[src/rtl/fazyrv_rf_pkg.sv]
// Shared types and elaboration helpers for the chunk-serial register file.
package fazyrv_rf_pkg;

    typedef enum logic {
        IDLE = 1'b0,
        RUN  = 1'b1
    } state_t;

    // Width of an architectural register address field in the instruction.
    localparam int REG_FIELD_W = 5;

    function automatic int nchunk(input int chunksize);
        return 32 / chunksize;
    endfunction

    function automatic int addr_width(input int nregs);
        return $clog2(nregs);
    endfunction

    function automatic int count_width(input int chunksize);
        return (nchunk(chunksize) > 1) ? $clog2(nchunk(chunksize)) : 1;
    endfunction

    function automatic bit legal_chunksize(input int chunksize);
        return (chunksize == 1) || (chunksize == 2) || (chunksize == 4) || (chunksize == 8);
    endfunction

endpackage

[src/rtl/fazyrv_rf_rotreg.sv]
// One 32-bit architectural register that rotates right by CHUNKSIZE when enabled,
// optionally replacing the incoming MSB chunk with write data.
module fazyrv_rf_rotreg #(
    parameter int CHUNKSIZE = 2
) (
    input  logic                 clk_i,
    input  logic                 en_i,
    input  logic                 wr_i,
    input  logic [CHUNKSIZE-1:0] din_i,
    output logic [CHUNKSIZE-1:0] dat_o
);

    logic [31:0] q;

    // NOTE: no reset here -- register contents must survive rst_i, and leaving
    // them unreset lets the bank map onto plain enable flops.
    // NOTE: non-blocking assignment so every register samples pre-edge values.
    always_ff @(posedge clk_i) begin
        if (en_i) begin
            q <= {(wr_i ? din_i : q[CHUNKSIZE-1:0]), q[31:CHUNKSIZE]};
        end
    end

    assign dat_o = q[CHUNKSIZE-1:0];

endmodule

[src/rtl/fazyrv_rf_seq.sv]
// Chunk-serial register file with built-in sequencer; streams rs1/rs2 out and rd in.
// Optional debug port enabled by defining FAZYRV_RF_DBG_EN.
module fazyrv_rf_seq #(
    parameter int CHUNKSIZE = 2,
    parameter int NREGS     = 32
) (
    input  logic                                                clk_i,
    input  logic                                                rst_i,
    input  logic                                                start_i,
    input  logic                                                stall_i,
    input  logic [fazyrv_rf_pkg::REG_FIELD_W-1:0]               rs1_i,
    input  logic [fazyrv_rf_pkg::REG_FIELD_W-1:0]               rs2_i,
    input  logic [fazyrv_rf_pkg::REG_FIELD_W-1:0]               rd_i,
    input  logic                                                we_i,
    input  logic [CHUNKSIZE-1:0]                                res_i,
    output logic [CHUNKSIZE-1:0]                                ra_o,
    output logic [CHUNKSIZE-1:0]                                rb_o,
    output logic [fazyrv_rf_pkg::count_width(CHUNKSIZE)-1:0]    chunk_o,
    output logic                                                busy_o,
    output logic                                                done_o
`ifdef FAZYRV_RF_DBG_EN
    ,
    output logic [31:0]                                         dbg_res_o
`endif
);

    import fazyrv_rf_pkg::*;

    localparam int NCHUNK = nchunk(CHUNKSIZE);
    localparam int AW     = addr_width(NREGS);
    localparam int CW     = count_width(CHUNKSIZE);

    if (!legal_chunksize(CHUNKSIZE) || !((NREGS == 16) || (NREGS == 32))) begin : g_bad_param
        $error("fazyrv_rf_seq: illegal CHUNKSIZE or NREGS");
    end

    state_t         state, state_nxt;
    logic [CW-1:0]  count, count_nxt;
    logic [AW-1:0]  rs1_q, rs2_q, rd_q;
    logic           we_q;
    logic           advance;
    logic           accept;

    logic [CHUNKSIZE-1:0] dat [NREGS];

    // Upper address bits are intentionally ignored when NREGS=16 (aliasing).
    logic unused_addr;
    assign unused_addr = ^{rs1_i, rs2_i, rd_i};

    assign advance = (state == RUN) && !stall_i;
    assign accept  = (state == IDLE) && start_i;

    always_comb begin
        state_nxt = state;
        count_nxt = count;
        done_o    = 1'b0;
        case (state)
            IDLE: begin
                if (start_i) begin
                    state_nxt = RUN;
                    count_nxt = '0;
                end
            end
            RUN: begin
                if (advance) begin
                    if (count == CW'(NCHUNK - 1)) begin
                        state_nxt = IDLE;
                        count_nxt = '0;
                        done_o    = 1'b1;
                    end else begin
                        count_nxt = count + 1'b1;
                    end
                end
            end
            default: begin
                state_nxt = IDLE;
                count_nxt = '0;
            end
        endcase
    end

    always_ff @(posedge clk_i or posedge rst_i) begin
        if (rst_i) begin
            state <= IDLE;
            count <= '0;
            rs1_q <= '0;
            rs2_q <= '0;
            rd_q  <= '0;
            we_q  <= 1'b0;
        end else begin
            state <= state_nxt;
            count <= count_nxt;
            if (accept) begin
                rs1_q <= rs1_i[AW-1:0];
                rs2_q <= rs2_i[AW-1:0];
                rd_q  <= rd_i[AW-1:0];
                we_q  <= we_i;
            end
        end
    end

    // x0 is not stored: it reads constant zero and silently drops writes.
    assign dat[0] = '0;

    for (genvar i = 1; i < NREGS; i++) begin : g_reg
        logic wr;
        logic sel;
        assign wr  = we_q && (rd_q == AW'(i));
        assign sel = (rs1_q == AW'(i)) || (rs2_q == AW'(i)) || wr;

        fazyrv_rf_rotreg #(
            .CHUNKSIZE(CHUNKSIZE)
        ) u_reg (
            .clk_i (clk_i),
            .en_i  (advance && sel),
            .wr_i  (wr),
            .din_i (res_i),
            .dat_o (dat[i])
        );
    end

    assign ra_o    = (state == RUN) ? dat[rs1_q] : '0;
    assign rb_o    = (state == RUN) ? dat[rs2_q] : '0;
    assign chunk_o = count;
    assign busy_o  = (state == RUN);

`ifdef FAZYRV_RF_DBG_EN
    // Shadow of the write stream; the final chunk is merged in at the done edge.
    logic [31-CHUNKSIZE:0] wbuf;

    always_ff @(posedge clk_i or posedge rst_i) begin
        if (rst_i) begin
            wbuf      <= '0;
            dbg_res_o <= '0;
        end else begin
            if (advance) begin
                wbuf <= {res_i, wbuf[31-CHUNKSIZE:CHUNKSIZE]};
            end
            if (done_o) begin
                dbg_res_o <= (we_q && (rd_q != '0)) ? {res_i, wbuf} : 32'h0;
            end
        end
    end
`endif

endmodule

[config.mk]
export PLATFORM = sky130hd
export DESIGN_NAME = fazyrv_rf_seq
export DESIGN_NICKNAME = d
export VERILOG_FILES = /design/src/rtl/fazyrv_rf_pkg.sv /design/src/rtl/fazyrv_rf_rotreg.sv /design/src/rtl/fazyrv_rf_seq.sv
export SDC_FILE = /design/constraint.sdc
export NUM_CORES = 1
export LEC_CHECK = 0
export BUFFER_PORTS_ARGS = -buffer_cell sky130_fd_sc_hd__buf_2
export CORE_MARGIN = 2
export CORE_UTILIZATION = 39
export CTS_CLUSTER_DIAMETER = 200
export DETAILED_ROUTE_END_ITERATION = 8
export PLACE_DENSITY_LB_ADDON = 0.25
export SKIP_CTS_REPAIR_TIMING = 1
export SLEW_MARGIN = 15
export SYNTH_ARGS = -nofsm -noshare
export SYNTH_HDL_FRONTEND = slang
export SYNTH_HIERARCHICAL = 1
export SYNTH_SLANG_ARGS = --single-unit
export TNS_END_PERCENT = 100
[constraint.sdc]
create_clock -name clk_i -period 6.3 [get_ports clk_i]
set_input_delay 0.63 -clock clk_i [delete_from_list [all_inputs] [get_ports clk_i]]
set_output_delay 0.63 -clock clk_i [all_outputs]
set_load 0.01 [all_outputs]
==> impl_metrics.toml <==
[sta]
max_slew.worst_pin.slew_ns = 1.16
max-slew-margin-rel = 0.222
rsz0062_at_grt = "no"
finalMaxSlewViolations = 0
period_needed_ns = 4.56
fin_setup_tns_ns = 0
max_freq_ghz = 0.219
fin_skew_ns = 0.0380
period_share = 0.724
finalHoldViolCount = 0
finalSetupViolCount = 0

[synth]
ys_ff_latch = 1013
ys.flop_type = "edfxtp_1"
synth_edf_count = 992
synth_top_area_frac = 0.879
synth_common_cells = "edfxtp_1 (992), mux2_2 (84), buf_4 (63), nor2_1 (48), a21oi_1 (32)"
synth_most_common_cell = "edfxtp_1"
async_flop_share = 0.0207
postSynthAreaPerCell_um2 = 23.0
netlist_instances = 1471
ys_warn_count = 6
synth_area_mm2 = 0.0339
yosysUniqueCellTypes = 43
synth_area_leaders = "edfxtp_1 (88%), mux2_2 (2.8%), dfrtp_1 (1.6%)"
syn-num-nets = 1494
yosys.area.top_type = "edfxtp_1"
yosysSeqAreaShare = 0.894

[run]
max_cap_viol_count = 0

[route]
drt_wl_total_um = 53500
drc = 0
final_antenna_net_count = 0
viasPerCell = 4.79
drtIter0Drc = 1415
drt-pass1-iter-count = 5
wl_per_cell_um = 19.4
vias = 13200

[critical_path]
critical_path_class = "reg2out"
rr_startpoint = "rs1_q[0]"
r2r_setup_slack_ns = 2.90
critPathLaunchType = "flip-flop"
worst_r2r_path_depth = 3
startpoint = "rs1_q[0]"
timing.rr.end = "g_reg[25].u_reg/q[11]"
path_max_fanout = 20
arrival_ns = 3.93
end_kind = "output pin"
critPathRequiredTime_ns = 5.67

[worst_hold_path]
hold_class = "in2reg"
hold_depth = 2
hold_path_end = "rs2_q[0]"
min_from = "rs2_i[0]"

[clock_tree]
cts.sinks = 1013
clk_latency_ns = 0.66
cts-htree-levels = 3
cts_tree = "built"
cts_root_buf = "clkbuf_16"
cts_buffer_depth = 3
numCtsBuffers = 96
clk_pin_slew_ns = 0.07

[final_layout]
syn2layout_area_growth_pct = 12.8
n_fill_cell = 7291
layoutNonFillerInstCount = 2760
nets = 1551
drive_gt1_frac = 0.203

[grt]
antenna_found_initial = 9
grt_overflow = 0
grt_pass1_wl_um = 80600
track_usage = 0.119
grt_max_degree = 34
grt_pass1_vias = 13100

[die]
io_pins = 32
die_w_um = 299
core-area_mm2 = 0.0865
num_rows = 108
die_area_mm2 = 0.0893
start_util = 0.392
fp.dieH_um = 299

[placed_design]
placed_cells = 2585
io_buffer_count = 31
gp_congestion = 0.833
dpl.hpwl_um = 31400

[pwr]
ir_drop_uv = 212
p_leak_nw = 12.0
powerDensity_mw_per_mm2 = 420

[outcome]
status = "finished clean"
==> metrics by stage <==
step / cell area (µm²) / utilization / setup slack (ns) / power, W / hold WS (ns)
6_report: 38200 / 0.442 / 1.74 / 0.0160 / 0.212
5_1_grt: 38200 / 0.442 / 1.52 / 0.0167 / 0.173
4_1_cts: 38200 / 0.442 / 1.76 / 0.0163 / 0.161
3_5_place_dp: 35200 / 0.407 / 2.49 / 0.0107 / 0.405
3_3_place_gp: 35200 / 0.407 / 2.54 / 0.0106 / 0.400
2_1_floorplan: 33900 / - / 2.98 / 0.0101 / 0.400
==> worst max-delay path by stage <==
stage / cells past startpoint / slack, ns / endpoint
2_1_floorplan: 7 / 2.98 / g_reg[16].u_reg/q[0]
3_3_place_gp: 6 / 2.54 / ra_o[0]
3_5_place_dp: 6 / 2.49 / ra_o[0]
4_1_cts: 6 / 1.76 / ra_o[0]
5_1_grt: 6 / 1.52 / ra_o[0]
6_report: 6 / 1.74 / ra_o[0]
==> critical path, cell delays in order (launching register included) <==
cell and delay [ns]:
dfrtp_1 1.04, nor2b_1 0.73, a221oi_1 0.19, nor3_1 0.23
a211oi_2 0.07, a311oi_1 0.72, buf_2 0.27
==> cells in the final DEF, fill, tap and decap left out, types with 21 or more instances in the layout <==
master and count:
nor2_1 38, clkbuf_1 23, dfrtp_1 21, nand2_1 26, buf_2 31, mux2_2 84
edfxtp_1 992, buf_4 26, clkinv_1 23, clkbuf_16 96
==> metal layers <==
| layer | wire length [µm] | vias to the layer above | GRT usage |
|---|---|---|---|
| met2 | 22000 | 345 | 0.160 |
| met4 | 1870 | 2 | 0.0486 |
| met3 | 3130 | 125 | 0.0319 |
| met1 | 26500 | 6834 | 0.184 |
| met5 | 13 | - | 0 |
| li1 | - | 5902 | - |
==> power by group <==
part           leakage [nW]  internal [W]  switching (W)
Combinational          1.31      0.000563        0.00106
Clock                  1.46       0.00314        0.00236
Sequential             9.22       0.00845       0.000458
==> flip-flops by register name, indices dropped and copies added (netlist names) <==
signal	count
g.u_reg/q	992
rd_q	5
rs1_q	5
rs2_q	5
chunk_o	4
busy_o	1
we_q	1
==> cells by family (layout without fill, tap and decap cells) <==
group / after synthesis / after routing / synth area share
flip-flops: 1013 / 1013 / 0.894
other: 0 / 1 / 0
AO/OA/AOI/OAI: 80 / 80 / 0.0158
adder cells (fa/ha/maj): 1 / 1 / 0.000369
AND/OR/NAND/NOR: 140 / 140 / 0.0199
buffers and inverters: 115 / 248 / 0.0208
multiplexers: 122 / 122 / 0.0488
==> final cells by class <==
class	count	area [µm²]	area share
clock buffers	119	2490	0.0651
multi-input cells	343	3050	0.0797
well taps	1155	1450	0.0378
flip-flops and latches	1013	30300	0.793
inverters	17	63.8	0.00167
diodes	1	2.50	0.0000655
clock inverters	55	522	0.0136
repair buffers	57	350	0.00916
(Power assumes the default switching activity.)
